### src/rtl/fios_result_reducer.sv
// rtl/fios_result_reducer.sv - collects FIOS result limbs and applies the final conditional subtraction
// Limb-serial R - P is formed while limbs arrive; R or D is selected once the top limb borrow is known.
module fios_result_reducer #(
   parameter int S      = 8,
   parameter int LIMB_W = 17
) (
   input  logic              clock_i,
   input  logic              reset_i,
   input  logic              p_load_i,
   input  logic [LIMB_W-1:0] p_i,
   output logic              p_loaded_o,
   input  logic              res_valid_i,
   input  logic [LIMB_W-1:0] res_i,
   output logic              in_ready_o,
   output logic              out_valid_o,
   output logic [LIMB_W-1:0] out_data_o,
   output logic              out_last_o,
   input  logic              out_ready_i,
   output logic              error_o
);

   localparam int CW = $clog2(S + 1);
   localparam int IW = (S > 1) ? $clog2(S) : 1;

   typedef enum logic {COLLECT, EMIT} state_t;

   state_t            state_q, state_d;
   logic [LIMB_W-1:0] p_mem [S];
   logic [LIMB_W-1:0] r_buf [S];
   logic [LIMB_W-1:0] d_buf [S];
   logic [CW-1:0]     col_cnt_q, col_cnt_d;
   logic [IW-1:0]     load_cnt_q, load_cnt_d;
   logic [IW-1:0]     emit_cnt_q, emit_cnt_d;
   logic [IW-1:0]     p_idx, col_idx;
   logic              borrow_q, borrow_d;
   logic              sel_d_q, sel_d_d;
   logic              p_loaded_q, p_loaded_d;
   logic              error_q, error_d;
   logic              p_legal, p_wr, r_wr, col_top;
   logic [LIMB_W:0]   diff, top;

   assign in_ready_o  = (state_q == COLLECT) && p_loaded_q;
   assign p_loaded_o  = p_loaded_q;
   assign error_o     = error_q;
   assign out_valid_o = (state_q == EMIT);
   assign out_last_o  = (state_q == EMIT) && (emit_cnt_q == IW'(S - 1));
   assign out_data_o  = (state_q != EMIT) ? '0 :
                        (sel_d_q ? d_buf[emit_cnt_q] : r_buf[emit_cnt_q]);

   assign col_idx = col_cnt_q[IW-1:0];
   assign col_top = (col_cnt_q == CW'(S));

   always_comb begin
      state_d    = state_q;
      col_cnt_d  = col_cnt_q;
      load_cnt_d = load_cnt_q;
      emit_cnt_d = emit_cnt_q;
      borrow_d   = borrow_q;
      sel_d_d    = sel_d_q;
      p_loaded_d = p_loaded_q;
      error_d    = error_q;

      p_legal = (state_q == COLLECT) && (col_cnt_q == '0);
      p_wr    = p_load_i && p_legal && !reset_i;
      r_wr    = res_valid_i && in_ready_o && !p_wr && !reset_i;
      p_idx   = p_loaded_q ? '0 : load_cnt_q;
      diff    = {1'b0, res_i} - {1'b0, p_mem[col_idx]} - {{LIMB_W{1'b0}}, borrow_q};
      top     = {1'b0, res_i} - {{LIMB_W{1'b0}}, borrow_q};

      if ((p_load_i && !p_legal) || (res_valid_i && !in_ready_o) || (p_load_i && res_valid_i))
         error_d = 1'b1;

      // A load after completion restarts at limb 0 and invalidates the stored modulus.
      if (p_wr) begin
         if (p_idx == IW'(S - 1)) begin
            load_cnt_d = '0;
            p_loaded_d = 1'b1;
         end else begin
            load_cnt_d = p_idx + IW'(1);
            p_loaded_d = 1'b0;
         end
      end

      if (r_wr) begin
         if (col_top) begin
            sel_d_d   = !top[LIMB_W];
            state_d   = EMIT;
            col_cnt_d = '0;
            borrow_d  = 1'b0;
         end else begin
            borrow_d  = diff[LIMB_W];
            col_cnt_d = col_cnt_q + CW'(1);
         end
      end

      if (state_q == EMIT && out_ready_i) begin
         if (emit_cnt_q == IW'(S - 1)) begin
            emit_cnt_d = '0;
            col_cnt_d  = '0;
            borrow_d   = 1'b0;
            state_d    = COLLECT;
         end else begin
            emit_cnt_d = emit_cnt_q + IW'(1);
         end
      end
   end

   always_ff @(posedge clock_i or posedge reset_i) begin
      if (reset_i) begin
         state_q    <= COLLECT;
         col_cnt_q  <= '0;
         load_cnt_q <= '0;
         emit_cnt_q <= '0;
         borrow_q   <= 1'b0;
         sel_d_q    <= 1'b0;
         p_loaded_q <= 1'b0;
         error_q    <= 1'b0;
      end else begin
         state_q    <= state_d;
         col_cnt_q  <= col_cnt_d;
         load_cnt_q <= load_cnt_d;
         emit_cnt_q <= emit_cnt_d;
         borrow_q   <= borrow_d;
         sel_d_q    <= sel_d_d;
         p_loaded_q <= p_loaded_d;
         error_q    <= error_d;
      end
   end

   // Limb storage is not reset; p_loaded_o gates its use.
   always_ff @(posedge clock_i) begin
      if (p_wr)
         p_mem[p_idx] <= p_i;
      if (r_wr && !col_top) begin
         r_buf[col_idx] <= res_i;
         d_buf[col_idx] <= diff[LIMB_W-1:0];
      end
   end

endmodule

### config.mk
export PLATFORM = sky130hd
export DESIGN_NAME = fios_result_reducer
export DESIGN_NICKNAME = d
export VERILOG_FILES = /design/src/rtl/fios_result_reducer.sv
export SDC_FILE = /design/constraint.sdc
export NUM_CORES = 1
export LEC_CHECK = 0
export CORE_MARGIN = 4
export CORE_UTILIZATION = 45
export DETAILED_ROUTE_END_ITERATION = 10
export SLEW_MARGIN = 20
export SYNTH_ARGS = -nofsm -noshare
export SYNTH_HDL_FRONTEND = slang
export SYNTH_SLANG_ARGS = --single-unit
### constraint.sdc
create_clock -name clock_i -period 4.91 [get_ports clock_i]
set_input_delay 0.982 -clock clock_i [delete_from_list [all_inputs] [get_ports clock_i]]
set_output_delay 0.982 -clock clock_i [all_outputs]
set_load 0.005 [all_outputs]
=== After elaboration in Yosys (flattened, before gate mapping) ===
Memory sizes are Yosys's and may differ from the RTL's.
Index checks and enable logic that the tools add are counted.

* Flip-flop bits (word level): 15
* Memories kept: 3
* Word-level logic and storage cells: 66
* RAM bits: 408

* Add/sub/neg operators: 6
* Equal/unequal tests: 3
* Reductions and logical operators: 23
* Multiplexer cells: 22
* Bitwise gates (word level): 1

{| class="wikitable"
|+ Memory list
! memory !! words !! width !! rd ports !! clocked after Yosys merged registers in !! write ports !! line !! RTL
|-
| d_buf || 8 || 17 || 1 || 0 || 1 || 30 || <nowiki>logic [LIMB_W-1:0] d_buf [S];</nowiki>
|-
| p_mem || 8 || 17 || 1 || 0 || 1 || 28 || <nowiki>logic [LIMB_W-1:0] p_mem [S];</nowiki>
|-
| r_buf || 8 || 17 || 1 || 0 || 1 || 29 || <nowiki>logic [LIMB_W-1:0] r_buf [S];</nowiki>
|}

{| class="wikitable"
|+ Operators with widths
! kind !! number
|-
| two-way mux 17 bit || 2
|-
| subtractor 17 x 1 -> 18 bit || 1
|-
| subtractor 17 x 17 -> 18 bit || 1
|-
| subtractor 18 x 1 -> 18 bit || 1
|-
| two-way mux 4 bit || 4
|-
| logical AND 1 bit || 13
|-
| two-way mux 1 bit || 13
|-
| two-way mux 3 bit || 3
|-
| adder 3 x 1 -> 3 bit, second input constant || 2
|-
| == test 3 bit, second input constant || 2
|-
| zero test 1 bit || 6
|-
| adder 4 x 1 -> 4 bit, second input constant || 1
|-
| == test 4 bit, second input constant || 1
|-
| zero test 4 bit || 1
|-
| logical OR 1 bit || 2
|-
| AND reduction 2 bit || 1
|-
| NOT 1 bit || 1
|}

=== Depth between registers and ports, before layout ===
Gate-level depths: netlist of the first run.

* Word-level depth: 10
* Mapped depth: 15

=== Worst setup path after synthesis of the first run ===
OpenSTA, ideal clock, no wires.

* Path type: register to register
* Start point: register col_cnt_q[1]
* End point: memory d_buf[0][0], enable pin
* Required time: 4.443 ns
* Path buffers: 2
* Arrival time: 4.552 ns
* Slack: -0.110 ns
* Stages on the path, launching flop included: 10
* Cells stage by stage: dfrtp_1 clkbuf_1 buf_1 inv_1 ha_1 nor4b_2 nand2_1 nand4_1 or3_1 nor3_1

* Word-level cells in the longest chain between the ends: 10
* Elaborated cells on any way between the ends: 12
* Those cells by class: eq/ne (1); mux (2); reduce/logical (9)

{| class="wikitable"
|+ Ends and longest elaborated chain
! element !! line !! RTL
|-
| from (decl) || 31 || <nowiki>logic [CW-1:0] col_cnt_q, col_cnt_d;</nowiki>
|-
| from (signal assigned) || 120 || <nowiki>col_cnt_q <= col_cnt_d;</nowiki>
|-
| zero test 4 bit || 63 || <nowiki>p_legal = (state_q == COLLECT) && (col_cnt_q == '0);</nowiki>
|-
| logical AND 1 bit || 63 ||
|-
| logical AND 1 bit (2 in series) || 64 || <nowiki>p_wr = p_load_i && p_legal && !reset_i;</nowiki>
|-
| zero test 1 bit || 65 || <nowiki>r_wr = res_valid_i && in_ready_o && !p_wr && !reset_i;</nowiki>
|-
| logical AND 1 bit (2 in series) || 65 ||
|-
| logical AND 1 bit || 134 || <nowiki>if (r_wr && !col_top) begin</nowiki>
|-
| two-way mux 1 bit || 134 ||
|-
| two-way mux 1 bit (not written as such) || 136 || <nowiki>d_buf[col_idx] <= diff[LIMB_W-1:0];</nowiki>
|-
| to (decl) || 30 ||
|}

Several ways; a longest one is shown, not always the timed one.

=== Worst setup path in the final report of the first run ===
* Start point: register emit_cnt_q[0]
* End point: output port out_data_o[6]

* Word-level cells in the longest chain between the ends: 3
* Elaborated cells on any way between the ends: 4
* Those cells by class: mux (2); memory (2)

{| class="wikitable"
|+ Ends and longest elaborated chain
! element !! line !! RTL
|-
| from (decl) || 33 || <nowiki>logic [IW-1:0] emit_cnt_q, emit_cnt_d;</nowiki>
|-
| from (signal assigned) || 122 || <nowiki>emit_cnt_q <= emit_cnt_d;</nowiki>
|-
| memory (8 x 17 bit) (on tied branches) || -- ||
|-
| two-way mux 17 bit * || 48 || <nowiki>(sel_d_q ? d_buf[emit_cnt_q] : r_buf[emit_cnt_q]);</nowiki>
|-
| two-way mux 17 bit * || 47 || <nowiki>assign out_data_o = (state_q != EMIT) ? '0 :</nowiki>
|-
| to (decl) || 16 || <nowiki>output logic [LIMB_W-1:0] out_data_o,</nowiki>
|}

Every way passes the cells marked *; elsewhere a longest branch is shown, timed or not.

==> results of run 1 <==
-- state kept, by name, summed over array words and instances, names as in the netlist, 3 cells and up --
name and count:
emit_cnt_q 3, load_cnt_q 3, d_buf 136, r_buf 136, p_mem 136, col_cnt_q 4
-- layer usage --
layer	vias to the layer above	routed length (um)	part of all wire, %
met1	4364	15900	44
met5	-	12	0.033
met4	2	515	1.4
li1	3766	-	-
met2	146	18300	51
met3	36	1390	3.9
-- power by group through the flow --
stage,registers [uW],clock network [uW],logic (uW)
floorplan,4070,0,107
global placement,4070,0,222
detailed placement,4070,0,229
CTS,4000,3310,230
global route,3990,3480,254
finish,4000,3230,227
-- final cells by class --
class | count | area [sq um] | share of cell area (%)
multi-input cells | 353 | 4700 | 22.8
well taps | 518 | 648 | 3.15
repair buffers | 100 | 976 | 4.74
clock inverters | 17 | 173 | 0.839
clock buffers | 63 | 1230 | 6.00
flip-flops and latches | 423 | 12600 | 61.4
inverters | 57 | 214 | 1.04
-- how the worst min path moves through the flow --
stage,start,end,slack [ns],cells after the start
5_1_grt,error_o,error_o,0.49,1
6_report,error_o,error_o,0.46,1
2_1_floorplan,error_o,error_o,0.45,1
3_3_place_gp,error_o,error_o,0.45,1
4_1_cts,error_o,error_o,0.46,1
3_5_place_dp,error_o,error_o,0.45,1
-- worst max-delay path, stage by stage (launching register included) --
cell and delay (ns):
dfrtp_4 0.79, buf_12 0.26, mux4_1 0.62, mux4_2 0.51, and2_1 0.17, clkdlybuf4s50_1 0.43
-- cells in the final DEF (no fill, tap or decap), drive strengths merged, types with 4 or more instances in the layout --
| cell type | synthesis | routed |
|---|---|---|
| xnor2 | 10 | 10 |
| clkdlybuf4s50 | 0 | 60 |
| clkinv | 0 | 13 |
| nand2 | 29 | 29 |
| and2 | 20 | 20 |
| nand2b | 4 | 4 |
| clkbuf | 18 | 63 |
| buf | 17 | 40 |
| a21o | 6 | 6 |
| nor3 | 11 | 11 |
| edfxtp | 408 | 408 |
| a21oi | 14 | 14 |
| mux4 | 119 | 119 |
| ha | 38 | 38 |
| xor2 | 6 | 6 |
| inv | 57 | 57 |
| nor2 | 24 | 24 |
| mux2 | 22 | 22 |
| dfrtp | 15 | 15 |
| o21ai | 11 | 11 |
-- logic make-up (layout without fill, tap and decap cells) --
logic type / after synthesis / count (layout) / synth area share (%)
adders and majority gates: 40 / 40 / 2.92
xor gates and xnor gates: 16 / 16 / 0.793
muxes: 143 / 143 / 17.6
and+or+nand+nor: 106 / 106 / 3.02
AOI/OAI and AO/OA: 48 / 48 / 1.80
DFF: 423 / 423 / 71.5
buffers and inverters: 92 / 237 / 2.44
-- metrics by stage --
step | util (%) | std cells | instance area (sq um) | setup slack (ns) | power [uW]
2_1_floorplan | - | 868 | 17700 | 0.642 | 4180
3_3_place_gp | 49.5 | 1451 | 19200 | 0.334 | 4290
3_5_place_dp | 49.5 | 1451 | 19200 | 0.191 | 4300
4_1_cts | 53.1 | 1531 | 20600 | 0.509 | 7540
5_1_grt | 53.1 | 1531 | 20600 | 0.322 | 7720
6_report | 53.1 | 1531 | 20600 | 0.579 | 7450
==> results.md, run 1 <==
- Leakage: 0.00682 uW
- Top-area cell type share of the netlist area: 69.3%
- Initial antenna violation count: 1
- Initial Utilization: 45.6%
- Max Cap Viol: 0
- Setup TNS: 0 ns
- Area Growth Syn to Fin: 16.5%
- Setup repair bufs after CTS: 0
- Final Hold Slack: 0.458 ns
- GP Congestion: 0.809
- Final layout net count: 1059
- GR Util met2: 29.4%
- GRT met3 Usage: 2.87%
- Fmax: 0.231 GHz
- Flop pwr share: 53.6%
- RR Startpoint: col_cnt_q[0]
- First-pass GRT wire length: 55.0 mm
- Vias in the first global route: 8769
- CTS sink count: 423
- Worst setup path endpoint: out_data_o[6]
- Hold_buf cts: 0
- Flip-flop and latch count after synthesis: 423
- # port buffers: 60
- Synth unique cells: 47
- Worst Tran Pin Value: 1.02 ns
- Setup crit start: emit_cnt_q[0]
- R2r worst-path depth: 14
- Cells after synthesis: 868
- Type of the most critical hold path: reg2reg
- Detailed-route wire length: 36.2 mm
- PD cells: 362 mW/mm^2
- Sequential area share after synthesis: 71.5%
- Average size of a mapped cell: 20.4 sq um
- Clk pwr share: 43.3%
- Num CTS Buffers: 45
- Vias per cell: 5.43
- H-tree Lvls: 2
- Syn Std Cell Area: 0.0177 sq mm
- Top Usage Layer GRT: met2
- Crit share post-route: 88.2%
- Post-route ant nets: 0
- Req. time, crit path: 3.93 ns
- # setup viols final: 0
- Cell accounting for the most synthesized area: edfxtp_1
- Met1 global-route usage: 24.4%
- Post-synth ARST share: 3.55%
- RSZ-0062 raised after global routing: false
- Cell Rows: 72
- Diodes inserted: 0
- Gate power share: 3.0%
- Syn_nets: 947
- Worst skew pair latency: 0.55 ns
- Routed wire per std cell: 23.6 um
- Drt pass-1 iters: 5
- Largest net degree at the start of global routing: 55
- CP arrival: 3.35 ns
- Iteration-0 DRC Markers: 492
- Pint: 5990 uW
- DRC: 0
- Post-CTS Resized: 0
- # IOs: 61
- Die X: 206 um
- Worst-path maximum fanout: 29
- Worst setup EP type: output port
- Dpl hpwl: 21.4 mm
- Most numerous cell in the Yosys netlist: edfxtp_1
- Root buffer cell: clkbuf_16
- Slew Viols, Final: 0
- Status: completed
- Clock Path Buffers: 3
- Min Tclk post-route: 4.33 ns
- Overall via count from detail_route: 8314
- Worst-path clk slew: 0.06 ns
- Die area: 0.0425 sq mm
- Element type at the critical path start: flip-flop
- Maximum VDD drop: 0.000225 V
- Area contributors post-synth: edfxtp_1 69%, mux4_2 9.9%, mux4_1 6.1%, ha_1 2.7%, dfrtp_1 2.1%
- Core Region: 0.0387 sq mm
- Skew final: 0.0246 ns
- Post-synth EDFFs: 408
- CP Class: reg2out
- CTS tree: built
- Layout cells sized above 1: 21.9%
- Fill cell count: 3060
- Fin. Hold Viols: 0
- Sw power: 1460 uW
- Synth Warn #: 0
- Switching part of the total: 19.6%
- Synth top cells by count: 408 x edfxtp_1, 78 x mux4_2, 57 x inv_1
- R2R setup slack: 0.61 ns
- GR Util All Layers: 17.5%
- Post-synth top flop: edfxtp_1
- Rel. slew slack: 32.3%
- Total grt overflow: 0
- Reg2reg end: d_buf[7][14]
- Die Ht: 206 um
Power figures use the tool's default switching activity.
==> run 2, diff against run 1 <==
Settings changed: CORE_UTILIZATION 45 to 40.
==> run 2 against run 1 <==
- global-route usage is 2.1 points lower
- sequential share of layout area is 0.071 points higher
- critical path depth up 6
- via count increased by 0.83%
- register-to-register slack worse by 0.16 ns
- fmax down 2.9%
- core utilization is 5.7 points lower
- cell area is 0.12% lower
- clock power down 4%
- setup slack got worse by 0.13 ns
- clock-buffer cell count is 5 lower
- critical path type is now reg2reg
- critical endpoint is now d_buf[1][12]
- largest power group unchanged
- highest routed layer is now met4
==> results.md, run 2 (synthesis gave the netlist of run 1 again) <==
- Placed insts: 1518
- Iteration-0 DRC Markers: 531
- PD cells: 356 mW/mm^2
- Clock Path Buffers: 3
- Final layout net count: 1059
- Element type at the critical path start: flip-flop
- Total grt overflow: 0
- HP Start: error_o
- Layout cells sized above 1: 21.3%
- Vias in the first global route: 8758
- Critical path, cell by cell: buf_4 > mux4_2 > mux2_2 > ha_1 > inv_1 > ha_1 > a21boi_0 > o211ai_1 > a31oi_1 > a21boi_0 > xnor2_1
- Min Tclk post-route: 4.46 ns
- Type of the most critical hold path: reg2reg
- # port buffers: 60
- Die area: 0.0476 sq mm
- DRC: 0
- Dpl hpwl: 21.8 mm
- Final Cell Area: 0.0206 sq mm
- Setup WS post-layout: 0.450 ns
- Worst-path maximum fanout: 36
- Area Growth Syn to Fin: 16.4%
- Fmax: 0.224 GHz
- Vias per cell: 5.25
- Cell Rows: 76
- CP arrival: 4.74 ns
- RSZ-0062 raised after global routing: false
- Slew Viols, Final: 0
- Setup crit start: col_cnt_q[0]
- Biggest regs: d_buf (136), p_mem (136), r_buf (136)
- Req. time, crit path: 5.19 ns
- Hold_buf cts: 0
- Post-CTS Resized: 0
- Overall via count from detail_route: 8383
- Skew final: 0.0207 ns
- CTS sink count: 423
- GR Util All Layers: 15.5%
- Fill cell count: 3635
- CTS tree: built
- Worst-path clk slew: 0.06 ns
- H-tree Lvls: 2
- Final Hold Slack: 0.461 ns
- Leakage: 0.00678 uW
- CP Class: reg2reg
- Status: completed
- RR Startpoint: col_cnt_q[0]
- Drt pass-1 iters: 5
- Die Ht: 218 um
- CP max stage delay: 0.60 ns
- Num CTS Buffers: 45
- Slowest stage cell, crit path: xnor2_1
- First-pass GRT wire length: 55.4 mm
- Fin. Hold Viols: 0
- Routed wire per std cell: 22.6 um
- Worst Tran Pin Value: 0.989 ns
- Most common cell after layout, fill and taps aside: edfxtp_1
- Die X: 218 um
- Detailed-route wire length: 36.1 mm
- Maximum VDD drop: 0.000230 V
- Worst skew pair latency: 0.58 ns
- Diodes inserted: 0
- Initial antenna violation count: 0
- Rel. slew slack: 34.1%
- Post-route ant nets: 0
- Initial Utilization: 40.7%
- Place WS: 0.124 ns
- # setup viols final: 0
- Crit share post-route: 90.8%
- Setup repair bufs after CTS: 0
- DP Area: 0.0192 sq mm
- Largest net degree at the start of global routing: 38
- Core Region: 0.0434 sq mm
- Setup TNS: 0 ns
- Worst setup EP type: flip-flop
- GP Congestion: 0.752
- Root buffer cell: clkbuf_16
- Final Non-Filler Cells: 1597
- # IOs: 61
- Max Cap Viol: 0
- Leading cell types in the layout, fill and taps excluded: 408 x edfxtp_1, 78 x mux4_2, 60 x clkdlybuf4s50_1
==> run 2: cell count changes in the layout (fill, tap and decap cells not counted), sizes merged <==
cell,previous run,this run
clkinv,13,17
inv,57,60
clkinvlp,1,0
clkbuf,63,58
bufinv,3,1
==> run 2: routing by layer <==
layer  up-vias  global-route usage, %  routed length [um]
met3        46                   2.63                1380
met2       151                   24.7               17300
met5         -                      0                   0
met4         0                   4.44                 711
met1      4427                   22.2               16700
li1       3759                      -                   -
==> run 2: worst paths after layout <==
| path | end | slack, ns | cells after the start |
|---|---|---|---|
| min | error_o | 0.46 | 1 |
| max reg2reg | d_buf[1][12] | 0.45 | 11 |
| max | d_buf[1][12] | 0.45 | 11 |
| min reg2reg | error_o | 0.46 | 1 |
| max in group asynchronous | emit_cnt_q[0] | 3.91 | 3 |
| min in group asynchronous | out_valid_o | 0.79 | 3 |
==> run 2: metrics by stage <==
stage	util [%]	power, uW
floorplan	-	4180
global route	47.4	7590
global placement	44.4	4290
finish	47.4	7320
CTS	47.4	7400
detailed placement	44.4	4300
==> run 2: area by class of cell <==
| cell class | instances | area (sq um) | share of cell area, % |
|---|---|---|---|
| Timing Repair Buffer | 100 | 951 | 4.63 |
| Sequential cell | 423 | 12600 | 61.5 |
| Inverter | 57 | 214 | 1.04 |
| Multi-Input combinational cell | 353 | 4700 | 22.9 |
| Tap cell | 585 | 732 | 3.56 |
| Clock buffer | 58 | 1170 | 5.72 |
| Clock inverter | 21 | 150 | 0.730 |
==> run 2: critical path, delay by kind of cell, from the launching register on <==
kind / cells / cell delay [ns]
mux: 2 / 0.85
compound gates: 4 / 1.09
fa+ha+maj: 2 / 0.60
flops: 1 / 0.40
buf+inv: 2 / 0.61
xor+xnor: 1 / 0.60
==> run 2: power breakdown <==
group | switching [uW] | internal (uW)
sequential | 0 | 4000
clock | 1350 | 1750
combinational | 149 | 75.0
total | 1500 | 5820
